### src/rtl/ascii_sched_pkg.sv
// ascii_sched_pkg: shared types and constants for the character-buffer write
// scheduler.
//   sched_state_t  - scheduler FSM states (IDLE, WRITE, CLEAR)
//   cursor_cmd_t   - commands the scheduler issues to the cursor tracker
//   ASCII_*        - control characters the scheduler decodes
//   DEFAULT_*      - default screen geometry
//   is_printable() - true for any character that lands in the RAM verbatim
package ascii_sched_pkg;

  typedef enum logic [1:0] {
    IDLE  = 2'd0,
    WRITE = 2'd1,
    CLEAR = 2'd2
  } sched_state_t;

  typedef enum logic [2:0] {
    CUR_HOLD      = 3'd0,
    CUR_ADVANCE   = 3'd1,
    CUR_NEWLINE   = 3'd2,
    CUR_BACKSPACE = 3'd3,
    CUR_ZERO      = 3'd4
  } cursor_cmd_t;

  localparam logic [7:0] ASCII_NL    = 8'h0A;
  localparam logic [7:0] ASCII_BS    = 8'h08;
  localparam logic [7:0] ASCII_SPACE = 8'h20;

  localparam int DEFAULT_COLS   = 80;
  localparam int DEFAULT_ROWS   = 30;
  localparam int DEFAULT_ADDR_W = 12;

  localparam logic [11:0] WRITE_COUNT_MAX = 12'hFFF;

  // Anything that is not newline or backspace is stored as-is.
  function automatic logic is_printable(input logic [7:0] ch);
    return (ch != ASCII_NL) && (ch != ASCII_BS);
  endfunction

endpackage

### src/rtl/ascii_write_scheduler_cursor_tracker.sv
// cursor_tracker: holds the text cursor as (row, col) plus the linear cell
// address row*COLS+col, and applies advance / newline / backspace / zero
// commands with wrap at the end of the screen (no scrolling).
//   clk, reset   - clock, synchronous active-high reset
//   cmd          - command applied on the next rising edge
//   cursor_addr  - current cursor cell address (registered)
module cursor_tracker
  import ascii_sched_pkg::*;
#(
  parameter int COLS   = DEFAULT_COLS,
  parameter int ROWS   = DEFAULT_ROWS,
  parameter int ADDR_W = DEFAULT_ADDR_W
) (
  input  logic              clk,
  input  logic              reset,
  input  cursor_cmd_t       cmd,
  output logic [ADDR_W-1:0] cursor_addr
);

  localparam int COL_W = (COLS > 1) ? $clog2(COLS) : 1;
  localparam int ROW_W = (ROWS > 1) ? $clog2(ROWS) : 1;

  localparam logic [COL_W-1:0]  LAST_COL  = COL_W'(COLS - 1);
  localparam logic [ROW_W-1:0]  LAST_ROW  = ROW_W'(ROWS - 1);
  localparam logic [ADDR_W-1:0] LAST_ADDR = ADDR_W'(COLS * ROWS - 1);
  localparam logic [ADDR_W-1:0] COLS_A    = ADDR_W'(COLS);

  logic [COL_W-1:0]  col_r,  col_nxt_s;
  logic [ROW_W-1:0]  row_r,  row_nxt_s;
  logic [ADDR_W-1:0] addr_r, addr_nxt_s;

  // Next-cursor arithmetic; row/col are kept alongside the address so a
  // newline can jump to the next row start without a divider.
  always_comb begin
    col_nxt_s  = col_r;
    row_nxt_s  = row_r;
    addr_nxt_s = addr_r;
    case (cmd)
      CUR_ADVANCE: begin
        if (addr_r == LAST_ADDR) begin
          col_nxt_s  = '0;
          row_nxt_s  = '0;
          addr_nxt_s = '0;
        end else if (col_r == LAST_COL) begin
          col_nxt_s  = '0;
          row_nxt_s  = row_r + ROW_W'(1);
          addr_nxt_s = addr_r + ADDR_W'(1);
        end else begin
          col_nxt_s  = col_r + COL_W'(1);
          addr_nxt_s = addr_r + ADDR_W'(1);
        end
      end
      CUR_NEWLINE: begin
        col_nxt_s = '0;
        if (row_r == LAST_ROW) begin
          row_nxt_s  = '0;
          addr_nxt_s = '0;
        end else begin
          row_nxt_s  = row_r + ROW_W'(1);
          addr_nxt_s = addr_r - ADDR_W'(col_r) + COLS_A;
        end
      end
      CUR_BACKSPACE: begin
        // Backspace at cell 0 is a no-op; it never wraps backwards.
        if (addr_r == '0) begin
          addr_nxt_s = addr_r;
        end else if (col_r == '0) begin
          col_nxt_s  = LAST_COL;
          row_nxt_s  = row_r - ROW_W'(1);
          addr_nxt_s = addr_r - ADDR_W'(1);
        end else begin
          col_nxt_s  = col_r - COL_W'(1);
          addr_nxt_s = addr_r - ADDR_W'(1);
        end
      end
      CUR_ZERO: begin
        col_nxt_s  = '0;
        row_nxt_s  = '0;
        addr_nxt_s = '0;
      end
      default: begin
        addr_nxt_s = addr_r;
      end
    endcase
  end

  // Cursor state registers.
  always_ff @(posedge clk) begin
    if (reset) begin
      col_r  <= '0;
      row_r  <= '0;
      addr_r <= '0;
    end else begin
      col_r  <= col_nxt_s;
      row_r  <= row_nxt_s;
      addr_r <= addr_nxt_s;
    end
  end

  assign cursor_addr = addr_r;

endmodule

### src/rtl/ascii_write_scheduler.sv
// ascii_write_scheduler: owns the single write port of the character RAM.
// Arbitrates between the test generator and the keyboard (round-robin on a
// tie), decodes printable / newline / backspace, and runs a full-screen clear.
//   clk, reset            - clock, synchronous active-high reset
//   gen_valid/ascii/ready - generator character handshake
//   kb_valid/ascii/ready  - keyboard character handshake
//   clear_req             - level request to blank the screen
//   ram_we/addr/wdata     - character RAM write port (registered)
//   cursor_addr           - current cursor cell
//   busy                  - high while in WRITE or CLEAR
//   write_count           - printable characters written (saturating)
module ascii_write_scheduler
  import ascii_sched_pkg::*;
#(
  parameter int COLS   = DEFAULT_COLS,
  parameter int ROWS   = DEFAULT_ROWS,
  parameter int ADDR_W = DEFAULT_ADDR_W
) (
  input  logic              clk,
  input  logic              reset,
  input  logic              gen_valid,
  input  logic [7:0]        gen_ascii,
  output logic              gen_ready,
  input  logic              kb_valid,
  input  logic [7:0]        kb_ascii,
  output logic              kb_ready,
  input  logic              clear_req,
  output logic              ram_we,
  output logic [ADDR_W-1:0] ram_addr,
  output logic [7:0]        ram_wdata,
  output logic [ADDR_W-1:0] cursor_addr,
  output logic              busy,
  output logic [11:0]       write_count
);

  localparam logic [ADDR_W-1:0] LAST_ADDR = ADDR_W'(COLS * ROWS - 1);

  sched_state_t      state_r;
  logic              last_kb_r;      // 1: keyboard got the previous grant
  logic [7:0]        char_r;
  logic              ram_we_r;
  logic [ADDR_W-1:0] ram_addr_r;
  logic [7:0]        ram_wdata_r;
  logic              busy_r;
  logic [11:0]       write_count_r;

  logic              grant_gen_s;
  logic              grant_kb_s;
  logic [7:0]        grant_char_s;
  cursor_cmd_t       cursor_cmd_s;
  logic [ADDR_W-1:0] cursor_addr_s;

  // Arbiter: only in IDLE and only when no clear is pending.
  always_comb begin
    grant_gen_s = 1'b0;
    grant_kb_s  = 1'b0;
    if ((state_r == IDLE) && !clear_req) begin
      if (gen_valid && kb_valid) begin
        grant_gen_s = last_kb_r;
        grant_kb_s  = !last_kb_r;
      end else begin
        grant_gen_s = gen_valid;
        grant_kb_s  = kb_valid;
      end
    end else begin
      grant_gen_s = 1'b0;
      grant_kb_s  = 1'b0;
    end
  end

  assign grant_char_s = grant_kb_s ? kb_ascii : gen_ascii;

  // Cursor command: the cursor moves at the end of the WRITE cycle and is
  // zeroed together with the last clear write.
  always_comb begin
    cursor_cmd_s = CUR_HOLD;
    case (state_r)
      WRITE: begin
        if (char_r == ASCII_NL) begin
          cursor_cmd_s = CUR_NEWLINE;
        end else if (char_r == ASCII_BS) begin
          cursor_cmd_s = CUR_BACKSPACE;
        end else begin
          cursor_cmd_s = CUR_ADVANCE;
        end
      end
      CLEAR: begin
        if (ram_addr_r == LAST_ADDR) begin
          cursor_cmd_s = CUR_ZERO;
        end else begin
          cursor_cmd_s = CUR_HOLD;
        end
      end
      default: begin
        cursor_cmd_s = CUR_HOLD;
      end
    endcase
  end

  // Scheduler FSM and registered RAM port; the RAM write for a character is
  // prepared at acceptance so it appears during the WRITE cycle.
  always_ff @(posedge clk) begin
    if (reset) begin
      state_r       <= IDLE;
      last_kb_r     <= 1'b0;
      char_r        <= 8'h00;
      ram_we_r      <= 1'b0;
      ram_addr_r    <= '0;
      ram_wdata_r   <= 8'h00;
      busy_r        <= 1'b0;
      write_count_r <= 12'h000;
    end else begin
      case (state_r)
        IDLE: begin
          ram_we_r <= 1'b0;
          if (clear_req) begin
            state_r     <= CLEAR;
            busy_r      <= 1'b1;
            ram_we_r    <= 1'b1;
            ram_addr_r  <= '0;
            ram_wdata_r <= ASCII_SPACE;
          end else if (grant_gen_s || grant_kb_s) begin
            state_r   <= WRITE;
            busy_r    <= 1'b1;
            char_r    <= grant_char_s;
            last_kb_r <= grant_kb_s;
            if (is_printable(grant_char_s)) begin
              ram_we_r    <= 1'b1;
              ram_addr_r  <= cursor_addr_s;
              ram_wdata_r <= grant_char_s;
            end else if ((grant_char_s == ASCII_BS) && (cursor_addr_s != '0)) begin
              ram_we_r    <= 1'b1;
              ram_addr_r  <= cursor_addr_s - ADDR_W'(1);
              ram_wdata_r <= ASCII_SPACE;
            end
          end
        end
        WRITE: begin
          state_r  <= IDLE;
          busy_r   <= 1'b0;
          ram_we_r <= 1'b0;
          if (is_printable(char_r) && (write_count_r != WRITE_COUNT_MAX)) begin
            write_count_r <= write_count_r + 12'd1;
          end
        end
        CLEAR: begin
          if (ram_addr_r == LAST_ADDR) begin
            state_r       <= IDLE;
            busy_r        <= 1'b0;
            ram_we_r      <= 1'b0;
            write_count_r <= 12'h000;
          end else begin
            ram_addr_r <= ram_addr_r + ADDR_W'(1);
          end
        end
        default: begin
          state_r  <= IDLE;
          busy_r   <= 1'b0;
          ram_we_r <= 1'b0;
        end
      endcase
    end
  end

  cursor_tracker #(
    .COLS   (COLS),
    .ROWS   (ROWS),
    .ADDR_W (ADDR_W)
  ) u_cursor (
    .clk         (clk),
    .reset       (reset),
    .cmd         (cursor_cmd_s),
    .cursor_addr (cursor_addr_s)
  );

  assign gen_ready   = grant_gen_s;
  assign kb_ready    = grant_kb_s;
  assign ram_we      = ram_we_r;
  assign ram_addr    = ram_addr_r;
  assign ram_wdata   = ram_wdata_r;
  assign cursor_addr = cursor_addr_s;
  assign busy        = busy_r;
  assign write_count = write_count_r;

endmodule

### config.mk
export PLATFORM = sky130hd
export DESIGN_NAME = ascii_write_scheduler
export DESIGN_NICKNAME = d
export VERILOG_FILES = /design/src/rtl/ascii_sched_pkg.sv /design/src/rtl/ascii_write_scheduler_cursor_tracker.sv /design/src/rtl/ascii_write_scheduler.sv
export SDC_FILE = /design/constraint.sdc
export NUM_CORES = 1
export LEC_CHECK = 0
export ABC_AREA = 1
export BUFFER_PORTS_ARGS = -buffer_cell sky130_fd_sc_hd__clkbuf_2
export CAP_MARGIN = 20
export CORE_ASPECT_RATIO = 0.9
export CORE_MARGIN = 2
export CORE_UTILIZATION = 35
export CTS_CLUSTER_SIZE = 28
export DETAILED_ROUTE_END_ITERATION = 8
export GPL_ROUTABILITY_DRIVEN = 1
export HOLD_SLACK_MARGIN = 0.03
export PLACE_DENSITY = 0.6
export SKIP_CTS_REPAIR_TIMING = 1
export SYNTH_ARGS = -nofsm -noshare
export SYNTH_HDL_FRONTEND = slang
export SYNTH_SLANG_ARGS = --single-unit
### constraint.sdc
create_clock -name clk -period 2.9 [get_ports clk]
set_input_delay 0.435 -clock clk [delete_from_list [all_inputs] [get_ports clk]]
set_output_delay 0.435 -clock clk [all_outputs]
set_load 0.1 [all_outputs]
==> summary.txt, run 1 <==
Clocking
  – Number of clock sinks seen by CTS: 69
  – Clock-pin slew on the worst setup and hold paths: 60 ps
  – CTS max path bufs: 2
  – TritonCTS clock tree: yes
  – Max H-tree Level: 3
  – Total CTS buffers: 9
  – Clk root buf: clkbuf_16
  – Clock Latency Late Sink: 350 ps

Timing
  – Layout Skew: just over 7 ps
  – Setup violations, final: 0
  – Setup tns final: 0 ps
  – RSZ-0062 raised after global routing: false
  – F_max: roughly 390 MHz
  – Minimum clock period: between 2000 and 3000 ps
  – Endpoints failing hold: 0
  – Final Cycle Share: 88.9%
  – Max-slew violation count: 0
  – Final setup margin: approximately 320 ps
  – Worst slew pin tran: 773 ps
  – Slew headroom: ~48%

Place
  – IO buf count: 68
  – Post-placement setup slack: 376 ps
  – Detailed Place HPWL: 12900 µm
  – GP Congestion: ~0.91

Yosys
  – Register area share after synthesis: approximately 25%
  – Netlist cell types: 41
  – Synthesized area: 0.00562 mm²
  – Yosys top cell by area: dfxtp_1
  – Number of synthesized register bits: 69
  – Synth Area in Compound Gates: 11.9%
  – Syn_area_per_cell: 6.15 µm²
  – Syn nets: a little under 1000
  – Synth Area in Adders: under 10%
  – Syn. warnings: 0
  – Synth Area in Simple Gates: 38.9%
  – Synth top area share: 24.6%
  – Multiplexer share of the synthesized area: 0%
  – Synth area leaders: dfxtp_1 25%, nand2_1 15%, ha_1 8.9%
  – Synth Area in XOR/XNOR: 4.83%
  – Largest family of logic cells by synthesized area: simple AND/OR/NAND/NOR gates
  – Post-Syn Instances: 913

Global routing
  – GRT Residual Overflow: 0
  – Initial antenna violation count: 0
  – Vias in the first global route: 5452
  – First-pass GRT wire length: around 28000 µm
  – Largest net degree at the start of global routing: 26
  – Tot GR Track Use: between 20% and 30%

Power and ir drop
  – Switch Pwr: around 1700 µW
  – Power per cell area: a little under 600 mW/mm²
  – Switch share: 43.6%
  – Sequential share of power: 29.7%
  – Internal cell power: 2140 µW
  – Leakage: 0.00338 µW
  – Clk pwr share: a little under a third
  – Peak VDD IR: 0.358 mV
  – Comb pwr share: 38.5%

Worst setup path
  – Crit. End Element: register
  – Reg2Reg Depth: 15
  – Startpoint Class: register
  – Cell Chain, Critical Path: inv_1 > ha_1 > ha_1 > inv_1 > fa_1 > o21ai_0 > nand2_1 > nand2_1 > inv_1 > o21ai_0 > nand2_1 > nand3_1 > nand3_1 > nand2_1 > inv_1
  – Worst Path Arrival: 2820 ps
  – Worst path slowest cell: dfxtp_1
  – CP delay by family, top: adder cells
  – Worst Path Required: 3150 ps
  – Worst reg2reg startpoint: u_cursor.col_r[1]$_SDFFE_PP0P_
  – CP Buf/Inv Count: 4
  – Crit Path Max Fanout: 4
  – Crit path kind: reg -> reg
  – R2r endpoint: u_cursor.cursor_addr[11]$_SDFFE_PP0P_
  – Slowest stage delay, CP: 390 ps
  – Register-to-register setup slack: 320 ps

Layout
  – Antenna diodes: 0
  – Multi-input logic area: 0.00365 mm²
  – Fill cell count: ~1700
  – Layout area overhead: 16.6%
  – Nets: 1049
  – Share of layout cells above drive strength 1: 13.4%
  – Sequential cell area: 0.00138 mm²

Detailed routing
  – DRC: 0
  – Met3 WL: roughly 960 µm
  – Average vias per placed instance: 5.01
  – DRT iter0 DRCs: 442
  – DR top layer: met4
  – First-pass DRT Iterations: 5
  – ANT nets after route: 0
  – Overall routed net length: 16900 µm
  – Via count: 5980
  – Metal1 wirelength: 8690 µm
  – Routed length per placed instance: 14.2 µm
  – Routed length on met2: 6980 µm

Die
  – Die footprint: 0.0171 mm²
  – Die height: roughly 120 µm
  – Core box area: 0.0155 mm²
  – Die W: between 100 and 150 µm
  – Row Count: 43
  – Initial core utilization: 36.1%
  – IO Pins: 69

Min path
  – Hold Path Depth: 2
  – HP Class: reg -> reg
  – Hold path endpoint: ram_wdata[0]$_SDFFE_PP0P_
  – Hold Startpoint: ram_wdata[0]$_SDFFE_PP0P_

Run status
  – Outcome: completed

Run
  – Max cap viols: 0
-- power groups by stage --
stage / sequential, µW / combinational, µW / clock, µW
6_report: 1130 / 1470 / 1210
2_1_floorplan: 1590 / 730 / 0
5_1_grt: 1140 / 1610 / 1280
4_1_cts: 1130 / 1460 / 1230
3_3_place_gp: 1150 / 1460 / 0
3_5_place_dp: 1150 / 1450 / 0
-- sequential cells by signal, indices dropped and copies added (netlist names) --
register / flops
u_cursor.row_r: 5
ram_wdata: 8
char_r: 8
state_r: 2
write_count: 12
u_cursor.cursor_addr: 12
u_cursor.col_r: 7
ram_we: 1
last_kb_r: 1
ram_addr: 12
busy: 1
-- routing by layer --
| metal | track usage [%] | up-vias |
|---|---|---|
| li1 | - | 3099 |
| met1 | 30.6 | 2708 |
| met2 | 28.8 | 155 |
| met3 | 4.20 | 18 |
| met4 | 5.64 | 0 |
| met5 | 0 | - |
-- cells in the mapped netlist --
cell	number
a22oi_1	1
inv_2	6
nand4_4	1
o211ai_1	7
o21ai_0	56
xnor2_1	4
nand3_1	89
nor2_2	2
or2_2	8
fa_1	1
nor3_1	16
inv_1	118
buf_2	7
nand2_1	221
nand2_4	1
nand3_2	2
o21bai_1	1
clkbuf_2	1
clkbuf_1	13
o31ai_1	1
nand4_1	22
o21a_1	3
o21ai_1	1
nor4_1	1
a211oi_1	3
dfxtp_1	69
clkinv_1	1
ha_1	40
nand2_2	4
a221oi_1	1
nor2_8	1
xor2_1	27
nor2_1	126
nand3b_1	3
a21oi_1	44
nor3_2	1
nor2_4	2
o22ai_1	3
buf_6	3
a31oi_1	1
a21o_1	1
-- placed cells by master, fill, tap and decap left out, types with 3 or more instances in the layout --
master and count:
a211oi_1 3, nor3_1 16, xnor2_1 4, ha_1 40, xor2_1 27, a21oi_1 44
inv_2 6, nand4_1 22, o211ai_1 7, buf_4 19, nand3b_1 3, nand2_1 221
nand2_2 4, o21a_1 3, clkbuf_16 9, clkbuf_2 68, o22ai_1 3, or2_2 8
dfxtp_1 67, nand3_1 89, nor2_1 125, inv_1 118, nor2_2 3, o21ai_0 56
-- through the flow --
step | util (%) | total power, µW | hold WS (ps) | std cells | area (µm²)
2_1_floorplan | - | 2320 | 451 | 913 | 5620
3_3_place_gp | 40.1 | 2600 | 453 | 1178 | 6240
3_5_place_dp | 40.1 | 2600 | 456 | 1178 | 6240
4_1_cts | 42.2 | 3820 | 464 | 1194 | 6550
5_1_grt | 42.2 | 4030 | 486 | 1194 | 6550
6_report | 42.2 | 3800 | 464 | 1194 | 6550
-- kinds of logic after synthesis --
family	after synthesis
AND/OR/NAND/NOR	500
buffers and inverters	149
AO/OA/AOI/OAI	123
flip-flops	69
adder cells (fa/ha/maj)	41
XOR/XNOR	31
-- worst max-delay path by stage --
stage	slack (ps)	end	start	cells past startpoint
2_1_floorplan	70	ram_addr[11]$_SDFFE_PP0P_	state_r[0]$_SDFFE_PP0P_	14
6_report	320	u_cursor.cursor_addr[11]$_SDFFE_PP0P_	u_cursor.col_r[1]$_SDFFE_PP0P_	15
4_1_cts	360	gen_ready	state_r[0]$_SDFFE_PP0P_	7
3_3_place_gp	410	u_cursor.cursor_addr[11]$_SDFFE_PP0P_	u_cursor.col_r[1]$_SDFFE_PP0P_	15
5_1_grt	70	u_cursor.cursor_addr[11]$_SDFFE_PP0P_	u_cursor.col_r[1]$_SDFFE_PP0P_	15
3_5_place_dp	380	u_cursor.cursor_addr[11]$_SDFFE_PP0P_	u_cursor.col_r[1]$_SDFFE_PP0P_	15
-- area by class of cell --
type | count | share of cell area (%)
Tap cell | 202 | 3.86
Timing Repair Buffer | 87 | 7.37
Clock inverter | 6 | 1.34
Inverter | 125 | 7.16
Multi-Input combinational cell | 695 | 55.7
Clock buffer | 10 | 3.49
Sequential cell | 69 | 21.1
-- tightest hold or removal path: cells and delay by family (launching register included) --
| kind | cells | cell delay, ps |
|---|---|---|
| simple gates | 1 | 60 |
| compound gates | 1 | 50 |
| flops | 1 | 310 |
Power figures use the tool's default switching activity.
==> inputs of run 2 (changes only) <==
- CTS_BUF_LIST: unset -> sky130_fd_sc_hd__clkbuf_16
==> run 2 against run 1 <==
- count of clock-buffer cells in the layout fell by 1
- register-to-register slack barely moved
- clock power barely moved
- critical path depth did not move
- highest routed layer unchanged
- power barely moved
- via count rose by 0.25%
- non-clock buffer count did not move
- combinational power barely moved
- largest power group unchanged
- sequential cell count did not move
- sequential power barely moved
==> summary.txt, run 2 (synthesis gave the netlist of run 1 again) <==
Clocking
  – Clock-pin slew on the worst setup and hold paths: 60 ps (about the same)
  – Max H-tree Level: 3 (unchanged)
  – Number of clock sinks seen by CTS: 69 (unchanged)
  – Clock Latency Late Sink: 350 ps (about the same)
  – TritonCTS clock tree: yes (unchanged)
  – Total CTS buffers: 9 (unchanged)
  – Clk root buf: clkbuf_16 (unchanged)
  – CTS max path bufs: 2 (unchanged)

Die
  – IO Pins: 69 (unchanged)
  – Row Count: 43 (unchanged)
  – Core box area: 0.0155 mm² (unchanged)
  – Die footprint: 0.0171 mm² (unchanged)
  – Initial core utilization: 36.1% (unchanged)
  – Die height: 124 µm (unchanged)
  – Die W: 138 µm (unchanged)

Power and ir drop
  – Power per cell area: 580 mW/mm² (about the same)
  – Peak VDD IR: 0.358 mV (about the same)
  – Leakage: 0.00338 µW (about the same)

Layout
  – Commonest non-fill, non-tap cells in the layout: 221 x nand2_1, 125 x nor2_1, 119 x inv_1 (was 221 x nand2_1, 125 x nor2_1, 118 x inv_1)
  – Share of layout cells above drive strength 1: 13.4% (unchanged)
  – Most common cell after layout, fill and taps aside: nand2_1 (unchanged)
  – Layout area overhead: 16.6% (unchanged)
  – Antenna diodes: 0 (unchanged)
  – Nets: 1049 (unchanged)

Worst setup path
  – Reg2Reg Depth: 15 (unchanged)
  – Worst Path Arrival: 2820 ps (about the same)
  – R2r endpoint: u_cursor.cursor_addr[11]$_SDFFE_PP0P_ (unchanged)
  – Crit. End Element: register (unchanged)
  – Startpoint Class: register (unchanged)
  – Crit path kind: reg -> reg (unchanged)
  – Worst reg2reg startpoint: u_cursor.col_r[1]$_SDFFE_PP0P_ (unchanged)
  – Crit Path Max Fanout: 4 (unchanged)
  – Worst Path Required: 3150 ps (about the same)
  – Register-to-register setup slack: 330 ps (was 320 ps)

Global routing
  – GRT Residual Overflow: 0 (unchanged)
  – Tot GR Track Use: 20.3% (unchanged)
  – Vias in the first global route: 5452 (unchanged)
  – Initial antenna violation count: 0 (unchanged)
  – First-pass GRT wire length: 27600 µm (unchanged)
  – Largest net degree at the start of global routing: 26 (unchanged)

Timing
  – RSZ-0062 raised after global routing: false (unchanged)
  – F_max: 389 MHz (was 388 MHz)
  – Minimum clock period: 2570 ps (was 2580 ps)
  – Final Cycle Share: 88.7% (was 88.9%)
  – Final setup margin: 327 ps (was 323 ps)
  – Worst slew pin tran: 775 ps (was 773 ps)
  – Setup tns final: 0 ps (unchanged)
  – Slew headroom: 48.1% (was 48.3%)
  – Setup violations, final: 0 (unchanged)
  – Layout Skew: 7.12 ps (about the same)
  – Endpoints failing hold: 0 (unchanged)
  – Hold slack: 464 ps (unchanged)
  – Max-slew violation count: 0 (unchanged)

Detailed routing
  – First-pass DRT Iterations: 5 (unchanged)
  – Average vias per placed instance: 5.02 (was 5.01)
  – Overall routed net length: 16900 µm (about the same)
  – DRT iter0 DRCs: 432 (was 442)
  – DRC: 0 (unchanged)
  – Via count: 5995 (was 5980)
  – Routed length per placed instance: 14.2 µm (about the same)
  – ANT nets after route: 0 (unchanged)

Min path
  – Hold Startpoint: ram_wdata[0]$_SDFFE_PP0P_ (unchanged)
  – Hold path endpoint: ram_wdata[0]$_SDFFE_PP0P_ (unchanged)
  – HP Class: reg -> reg (unchanged)
  – Hold Path Depth: 2 (unchanged)

Run
  – Max cap viols: 0 (unchanged)

Place
  – Detailed Place HPWL: 12900 µm (unchanged)
  – Post-placement setup slack: 376 ps (unchanged)
  – GP Congestion: 0.910 (unchanged)
  – IO buf count: 68 (unchanged)

Run status
  – Outcome: completed (unchanged)
## run 2: area by class of cell
class	count	area [µm²]
inverter	125	469
sequential	69	1380
fill	1668	8990
timing repair buffer	87	483
tap	202	253
clock inverter	7	91.3
clock buffer	9	225
multi-input combinational	695	3650
## run 2: how the worst max path moves through the flow
stage / from / endpoint / cells after the start
after floorplan: state_r[0]$_SDFFE_PP0P_ / ram_addr[11]$_SDFFE_PP0P_ / 14
after global placement: u_cursor.col_r[1]$_SDFFE_PP0P_ / u_cursor.cursor_addr[11]$_SDFFE_PP0P_ / 15
after detailed placement: u_cursor.col_r[1]$_SDFFE_PP0P_ / u_cursor.cursor_addr[11]$_SDFFE_PP0P_ / 15
after CTS: state_r[0]$_SDFFE_PP0P_ / gen_ready / 7
after global routing: u_cursor.col_r[1]$_SDFFE_PP0P_ / u_cursor.cursor_addr[11]$_SDFFE_PP0P_ / 15
final: u_cursor.col_r[1]$_SDFFE_PP0P_ / u_cursor.cursor_addr[11]$_SDFFE_PP0P_ / 15
## run 2: layer usage
metal	share of wire, %	global-route usage (%)	up-vias
met5	0	0	-
met4	1.7	5.64	0
met3	5.6	4.20	18
met2	41	28.8	164
met1	51	30.6	2714
li1	-	-	3099
## run 2: power by group
group / total (µW) / internal (µW) / switching, µW / leakage, µW
combinational: 1470 / 351 / 1110 / 0.00266
sequential: 1130 / 1040 / 88.4 / 0.000564
clock: 1210 / 750 / 455 / 0.000161
total: 3800 / 2140 / 1660 / 0.00338
## run 2: worst max-delay path, stage by stage (launching register included)
cell and delay (ps):
dfxtp_1 390, inv_1 110, ha_1 290, ha_1 190
inv_1 90, fa_1 390, o21ai_0 280, nand2_1 100
nand2_1 120, inv_1 80, o21ai_0 140, nand2_1 70
nand3_1 80, nand3_1 60, nand2_1 60, inv_1 30
## run 2: metrics by stage
step / power (µW) / cell area (µm²) / instances / util, %
2_1_floorplan: 2320 / 5620 / 913 / -
3_3_place_gp: 2600 / 6240 / 1178 / 40.1
3_5_place_dp: 2600 / 6240 / 1178 / 40.1
4_1_cts: 3820 / 6550 / 1194 / 42.2
5_1_grt: 4030 / 6550 / 1194 / 42.2
6_report: 3800 / 6550 / 1194 / 42.2
